File: src/rtl/fft_sdf_delay_stage.sv
// Delay line and controller for one radix-2 DIF single-path delay-feedback FFT stage.
// Optional macro SDF_SCALE_EN: halve butterfly sum/diff with round-half-up.
module fft_sdf_delay_stage #(
    parameter int bit_width   = 16,
    parameter int delay_depth = 8,
    parameter int addr_w      = 3
) (
    input  logic                 clk,
    input  logic                 rst_n,
    input  logic                 in_valid,
    input  logic                 flush,
    input  logic [bit_width-1:0] Re_in,
    input  logic [bit_width-1:0] Im_in,
    output logic                 bf_en,
    output logic [bit_width-1:0] bf_Re_a,
    output logic [bit_width-1:0] bf_Im_a,
    output logic [bit_width-1:0] bf_Re_b,
    output logic [bit_width-1:0] bf_Im_b,
    input  logic [bit_width-1:0] bf_Re_sum,
    input  logic [bit_width-1:0] bf_Im_sum,
    input  logic [bit_width-1:0] bf_Re_diff,
    input  logic [bit_width-1:0] bf_Im_diff,
    output logic                 out_valid,
    output logic [bit_width-1:0] Re_out,
    output logic [bit_width-1:0] Im_out,
    output logic [addr_w-1:0]    tw_idx
);

    typedef enum logic {FILL, BFLY} phase_t;

    localparam logic [addr_w-1:0] last_ptr = addr_w'(delay_depth - 1);

    phase_t               phase, phase_nxt;
    logic [addr_w-1:0]    ptr, ptr_nxt;
    logic                 primed, primed_nxt;
    logic                 adv;
    logic [bit_width-1:0] in_re, in_im;
    logic [bit_width-1:0] rd_re, rd_im;
    logic [bit_width-1:0] hold_re_a, hold_im_a, hold_re_b, hold_im_b;
    logic [bit_width-1:0] sum_re, sum_im, diff_re, diff_im;
    logic [bit_width-1:0] ram_re [delay_depth];
    logic [bit_width-1:0] ram_im [delay_depth];

`ifdef SDF_SCALE_EN
    // Rebuild the true (W+1)-bit adder result from operand signs, then halve it.
    function automatic logic [bit_width-1:0] halve(
        input logic                 a_msb,
        input logic                 b_msb,
        input logic [bit_width-1:0] r,
        input logic                 sub
    );
        logic               same;
        logic               top;
        logic [bit_width:0] t;
        same = sub ? (a_msb != b_msb) : (a_msb == b_msb);
        top  = (same && (r[bit_width-1] != a_msb)) ? a_msb : r[bit_width-1];
        t    = {top, r} + (bit_width + 1)'(1);
        t    = {t[bit_width], t[bit_width:1]};
        return t[bit_width-1:0];
    endfunction

    assign sum_re  = halve(bf_Re_a[bit_width-1], bf_Re_b[bit_width-1], bf_Re_sum, 1'b0);
    assign sum_im  = halve(bf_Im_a[bit_width-1], bf_Im_b[bit_width-1], bf_Im_sum, 1'b0);
    assign diff_re = halve(bf_Re_a[bit_width-1], bf_Re_b[bit_width-1], bf_Re_diff, 1'b1);
    assign diff_im = halve(bf_Im_a[bit_width-1], bf_Im_b[bit_width-1], bf_Im_diff, 1'b1);
`else
    assign sum_re  = bf_Re_sum;
    assign sum_im  = bf_Im_sum;
    assign diff_re = bf_Re_diff;
    assign diff_im = bf_Im_diff;
`endif

    assign adv   = in_valid | (flush & primed & (phase == FILL));
    assign in_re = in_valid ? Re_in : '0;
    assign in_im = in_valid ? Im_in : '0;
    assign rd_re = ram_re[ptr];
    assign rd_im = ram_im[ptr];

    assign bf_en   = adv & (phase == BFLY);
    assign bf_Re_a = bf_en ? rd_re : hold_re_a;
    assign bf_Im_a = bf_en ? rd_im : hold_im_a;
    assign bf_Re_b = bf_en ? in_re : hold_re_b;
    assign bf_Im_b = bf_en ? in_im : hold_im_b;

    // Phase/pointer/primed next-state: step on every advance, toggle phase on wrap.
    always_comb begin
        phase_nxt  = phase;
        ptr_nxt    = ptr;
        primed_nxt = primed;
        if (adv) begin
            ptr_nxt = ptr + 1'b1;
            if (ptr == last_ptr) begin
                phase_nxt = (phase == FILL) ? BFLY : FILL;
                if (phase == FILL) primed_nxt = 1'b1;
            end
        end
    end

    // Control state register.
    always_ff @(posedge clk or negedge rst_n) begin
        if (!rst_n) begin
            phase  <= FILL;
            ptr    <= '0;
            primed <= 1'b0;
        end else begin
            phase  <= phase_nxt;
            ptr    <= ptr_nxt;
            primed <= primed_nxt;
        end
    end

    // Delay RAM: store input while filling, butterfly difference while pairing.
    always_ff @(posedge clk) begin
        if (adv) begin
            ram_re[ptr] <= (phase == BFLY) ? diff_re : in_re;
            ram_im[ptr] <= (phase == BFLY) ? diff_im : in_im;
        end
    end

    // Keep the adder operands stable when the butterfly is idle.
    always_ff @(posedge clk or negedge rst_n) begin
        if (!rst_n) begin
            hold_re_a <= '0;
            hold_im_a <= '0;
            hold_re_b <= '0;
            hold_im_b <= '0;
        end else if (bf_en) begin
            hold_re_a <= rd_re;
            hold_im_a <= rd_im;
            hold_re_b <= in_re;
            hold_im_b <= in_im;
        end
    end

    // Output register: sums while pairing, old delayed diffs while filling.
    always_ff @(posedge clk or negedge rst_n) begin
        if (!rst_n) begin
            out_valid <= 1'b0;
            Re_out    <= '0;
            Im_out    <= '0;
            tw_idx    <= '0;
        end else if (!adv) begin
            out_valid <= 1'b0;
        end else if (phase == BFLY) begin
            out_valid <= 1'b1;
            Re_out    <= sum_re;
            Im_out    <= sum_im;
            tw_idx    <= '0;
        end else if (primed) begin
            out_valid <= 1'b1;
            Re_out    <= rd_re;
            Im_out    <= rd_im;
            tw_idx    <= ptr;
        end else begin
            out_valid <= 1'b0;
        end
    end

endmodule

File: config.mk
export PLATFORM = sky130hd
export DESIGN_NAME = fft_sdf_delay_stage
export DESIGN_NICKNAME = d
export VERILOG_FILES = /design/src/rtl/fft_sdf_delay_stage.sv
export SDC_FILE = /design/constraint.sdc
export NUM_CORES = 1
export LEC_CHECK = 0
export CAP_MARGIN = 25
export CORE_AREA = 3 3 170 255
export DETAILED_ROUTE_END_ITERATION = 8
export DIE_AREA = 0 0 173 258
export MAX_ROUTING_LAYER = met4
export SYNTH_ARGS = -nofsm -noshare
export SYNTH_HDL_FRONTEND = slang
export SYNTH_SLANG_ARGS = --single-unit
export TNS_END_PERCENT = 10
File: constraint.sdc
create_clock -name clk -period 4.1 [get_ports clk]
set_input_delay 1.025 -clock clk [delete_from_list [all_inputs] [get_ports clk]]
set_output_delay 1.025 -clock clk [all_outputs]
set_load 0.005 [all_outputs]
Word-level counts from Yosys, hierarchy flattened. Memory sizes are Yosys's and may differ from the RTL's. Index checks and enable logic that the tools add are counted. W data, S select, Z words.

Flip-flop bits (word level): 105. Memories kept: 2. Output and inout bits: 101. RAM bits: 256. Logic and storage cells: 44. Input port bits: 100.

Memories: ram_im (depth 8, width 16, rd ports 1, clocked after memory_dff 0, write ports 1, RTL line 42) `logic [bit_width-1:0] ram_im [delay_depth];`; ram_re (depth 8, width 16, rd ports 1, clocked after memory_dff 0, write ports 1, RTL line 41) `logic [bit_width-1:0] ram_re [delay_depth];`.

Muxes and demuxes: 20. Equality and inequality tests: 1. Add/sub/neg operators: 1. Bitwise gates (word level): 5. Reduce and logical (&&, ||, !) cells: 4.

Operators with widths (number): $mux W16 (12); $mux W1 (6); $mux W3 (2); $reduce_and A2 Y1 (2); $add A3 B1 Y3 const B (1); $and A1 B1 Y1 (3); $eq A3 B3 Y1 const B (1); $reduce_and A3 Y1 (1); $reduce_bool A2 Y1 (1); $not A1 Y1 (1); $or A1 B1 Y1 (1).

Logic depth before layout (Yosys ltp).
Word-level depth: 5. Gate-level depth with buffers: 7. Gate-level depth less buffers: 4.

Least setup slack after synthesis. No wires, ideal clock.

Path type: input-to-reg. Start point: input in_valid. End point: memory ram_im[4][0] (enable). Arrival: 3.839 ns. Setup time: 0.461 ns. Buffers on the path: 3. Setup slack: -0.200 ns. Required time: 3.639 ns. Stages: 5. Cells stage by stage: buf_2 > buf_4 > a21oi_1 > buf_2 > nor3_1.

Longest elaborated chain between the ends: 3.

Ends and longest elaborated chain: from (decl) (RTL line 10) `input logic in_valid,`; $or A1 B1 Y1 (RTL line 73) `assign adv = in_valid | (flush & primed & (phase == FILL));`; $mux W1 (RTL line 114) `if (adv) begin`; $mux W1 (RTL line 116) `ram_im[ptr] <= (phase == BFLY) ? diff_im : in_im;`; to (decl) (RTL line 42).

No other way between the ends.

Worst setup path after layout.
Start point: register ptr[1]. End point: output bf_Im_a[1].

Longest elaborated chain between the ends: 2.

Ends and longest elaborated chain: from (decl) (RTL line 34) `logic [addr_w-1:0] ptr, ptr_nxt;`; from (signal assigned) (RTL line 107) `ptr <= ptr_nxt;`; $mem_v2 Z8 W16; $mux W16; to (decl) (RTL line 16) `output logic [bit_width-1:0] bf_Im_a,`.

No other way between the ends.

==> reports/results.ini <==
[yosys]
synthMuxAreaShare_pct = 13.8
synth_compound_area_share_pct = 9.07
netlist_area_sq_mm = 0.0145
ys_seq_area_share_pct = 71.3
avgSynthCellArea_sq_um = 15.7
yosys.area_share.simple_pct = 2.66
ys_ff_latch = 361
synth_warnings = 0
postSynthCellCount = 920
synth_top_family_by_area = multiplexers
synth_xor_area_share_pct = 0.121
yosysUniqueCellTypes = 30
syn-num-nets = 1022
synthAdderAreaFrac_pct = 0.173

[critical_path]
reg2reg_slack_ns = 1.36
rr_endpoint = ram_re[3][0]
critPathKind = register to output port
worstRegToRegCells = 6
startpoint = ptr[1]
worstPathArrival_ns = 2.90
cp_cell_sequence = or2_2 -> buf_4 -> o22ai_1 -> nor2_1 -> o21ai_1 -> clkdlybuf4s50_1
critPathSlowestCell = or2_2
max_stage_delay_ns = 0.66
cp_max_fo = 30
startpoint_type = register
timing.rr.start = phase
setup.worst_path.end_class = output port
worstPathRequired_ns = 3.07

[cts]
path_clk_slew_ns = 0.06
clk_path_buf_depth = 3
numCtsBuffers = 37
cts_tree = yes
root_buffer = clkbuf_16
cts_sinks = 361
worstSkewPairLatency_ns = 0.52
htree_levels = 2

[timing]
tightestPinTransition_ns = 0.891
setup_tns_ns = 0
drv_slew = 0
fin_skew_ns = 0.0182
final-setup-viol-count = 0
min_period_ns = 3.93
timing_hold_violations_final = 0
fin_crit_sh_pct = 95.9
rsz0062_at_grt = no
max_freq_mhz = 254
timing.slew.headroom_pct = 40.6

[outcome]
status = complete, no violations

[global_route]
grt_remaining_overflow = 0
antenna_found_initial = 0
grt_max_degree = 87
grt_pass1_vias = 8866
grt_usage_pct = 15.9
grt_pass1_wl_mm = 53.4

[layout]
nFillCells = 3760
layout.cells.non_filler = 1715
drive_gt1_share_pct = 11.4
areaGrowthSynthToFinish_pct = 26.9
postLayoutCoreUtil_pct = 44.5
nNetsFinal = 1233

[route]
dr_total_vias = 8500
wl_per_cell_um = 20.5
drt-total-wl_mm = 35.1
drc = 0
avgViaCountPerCell = 4.96
drt-initial-drc-count = 473
antenna_left = 0
first_pass_iters = 7

[place]
dpl.hpwl_mm = 22.1
dp.cells = 1648
numPortBuffers = 200
globalplace.congestion = 0.750

[power_and_ir_drop]
pwr-share-comb_pct = 37.7
switching_share_pct = 32.8
powerDensity_mw_per_mm2 = 764
internal_power_uw = 9410
leakagePower_uw = 0.00681
switchingPower_uw = 4600
power_uw = 14000
clockPowerShare_pct = 22.4
seqPwrFrac_pct = 39.9
ir_drop_mv = 0.609

[die]
die_h_um = 258
die-area_sq_mm = 0.0446
core_sq_mm = 0.0412
ios = 201
rows = 91
start_util_pct = 35.1
die_w_um = 173

[min_path]
hold_start = hold_re_b[8]
hold-path-endpoint = hold_re_b[8]
hold_depth = 1
min_path_type = register to register

[run]
cap_violations = 0

-- through the flow --
step / hold WS, ns / instance area, sq um / setup WS [ns]
2_1_floorplan: 0.483 / 14500 / -0.200
3_3_place_gp: 0.471 / 17200 / 0.595
3_5_place_dp: 0.477 / 17200 / 0.558
4_1_cts: 0.493 / 18300 / 0.140
5_1_grt: 0.505 / 18400 / 0.0186
6_report: 0.486 / 18400 / 0.170
-- critical path, delay by kind of cell (launching register included) --
| kind | cells | cell delay, ns |
|---|---|---|
| flops | 1 | 0.46 |
| buf+inv | 2 | 0.85 |
| simple gates | 2 | 0.75 |
| compound gates | 2 | 0.31 |
-- Yosys cell counts (all sizes together) --
cell / instances / area, sq um
a22oi: 32 / 240
mux2: 64 / 721
nor2b: 5 / 31.3
xnor2: 2 / 17.5
clkbuf: 22 / 95.1
a21oi: 1 / 5.00
inv: 1 / 3.75
o21ai: 68 / 340
a21o: 2 / 15.0
nor2: 38 / 143
a22o: 32 / 280
a31oi: 3 / 18.8
buf: 42 / 310
nand2: 45 / 171
nor3: 4 / 20.0
mux2i: 128 / 1280
dfrtp: 105 / 2630
or2: 1 / 6.26
nand2b: 2 / 12.5
edfxtp: 256 / 7690
o22ai: 65 / 413
ha: 2 / 25.0
-- what timing repair did --
action | in CTS | in global routing
resized for setup | 0 | 0
setup buffers | 1 | 0
setup endpoints to repair | 1 | 0
hold endpoints to repair | 0 | 0
hold buffers | 0 | 0
-- power by group through the flow --
stage	clock, uW	sequential (uW)	combinational, uW
after global placement	0	5660	5280
after detailed placement	0	5700	5350
after floorplan	0	5560	3020
final	3130	5590	5290
after CTS	3210	5600	5410
after global routing	3360	5700	5780
-- how the worst max path moves through the flow --
stage	to	depth (start not counted)	slack (ns)
6_report	bf_Im_a[1]	6	0.17
5_1_grt	bf_Im_a[2]	6	0.02
4_1_cts	bf_Im_a[1]	6	0.14
3_5_place_dp	bf_Im_b[14]	5	0.56
3_3_place_gp	bf_Im_b[6]	5	0.60
2_1_floorplan	ram_im[4][0]	5	-0.20
-- area by class of cell --
class	instances	area, sq um	share of cell area (%)
antenna	1	2.50	0.0136
clock buffer	47	963	5.25
clock inverter	17	145	0.791
inverter	1	3.75	0.0205
multi-input combinational	494	3830	20.9
sequential	361	10300	56.2
tap	558	698	3.80
timing repair buffer	236	2390	13.0
-- cell usage in the layout, fill, tap and decap left out, types with 2 or more instances in the layout --
| master | n |
|---|---|
| clkinv_4 | 2 |
| clkdlybuf4s50_1 | 198 |
| xnor2_1 | 2 |
| clkbuf_16 | 37 |
| nor2_4 | 4 |
| mux2_1 | 40 |
| clkinv_1 | 3 |
| o22ai_1 | 64 |
| edfxtp_1 | 256 |
| nand2_1 | 43 |
| o21ai_1 | 67 |
| ha_1 | 2 |
| clkbuf_1 | 10 |
| dfrtp_1 | 103 |
| nor2_1 | 34 |
| clkinv_2 | 8 |
| a22o_1 | 32 |
| nor3_2 | 4 |
| mux2_2 | 24 |
| a21o_1 | 2 |
| buf_12 | 9 |
| mux2i_1 | 128 |
| buf_4 | 26 |
| dfrtp_4 | 2 |
| nor2b_1 | 4 |
| a31oi_1 | 3 |
| bufinv_16 | 2 |
| nand2b_2 | 2 |
| a22oi_1 | 32 |
-- sequential cells by signal, indices dropped and copies added (netlist names) --
register	count
ptr	3
Im_out	16
primed	1
hold_im_a	16
phase	1
hold_re_a	16
hold_re_b	16
hold_im_b	16
out_valid	1
ram_im	128
ram_re	128
tw_idx	3
Re_out	16
-- logic make-up (layout without fill, tap and decap cells) --
group                    count (synthesis)  count (layout)
XOR/XNOR                                 2               2
adder cells (fa/ha/maj)                  2               2
other                                    0               1
multiplexers                           192             192
AO/OA/AOI/OAI                          203             203
AND/OR/NAND/NOR                         95              95
buffers and inverters                   65             301
flip-flops                             361             361
-- routing by layer --
metal	up-vias	wire length [um]	GRT usage (%)
li1	3977	-	-
met1	4244	14300	19.1
met2	234	18300	27.9
met3	45	1780	2.84
met4	0	696	4.31
met5	-	0	-
Power figures use the tool's default switching activity.
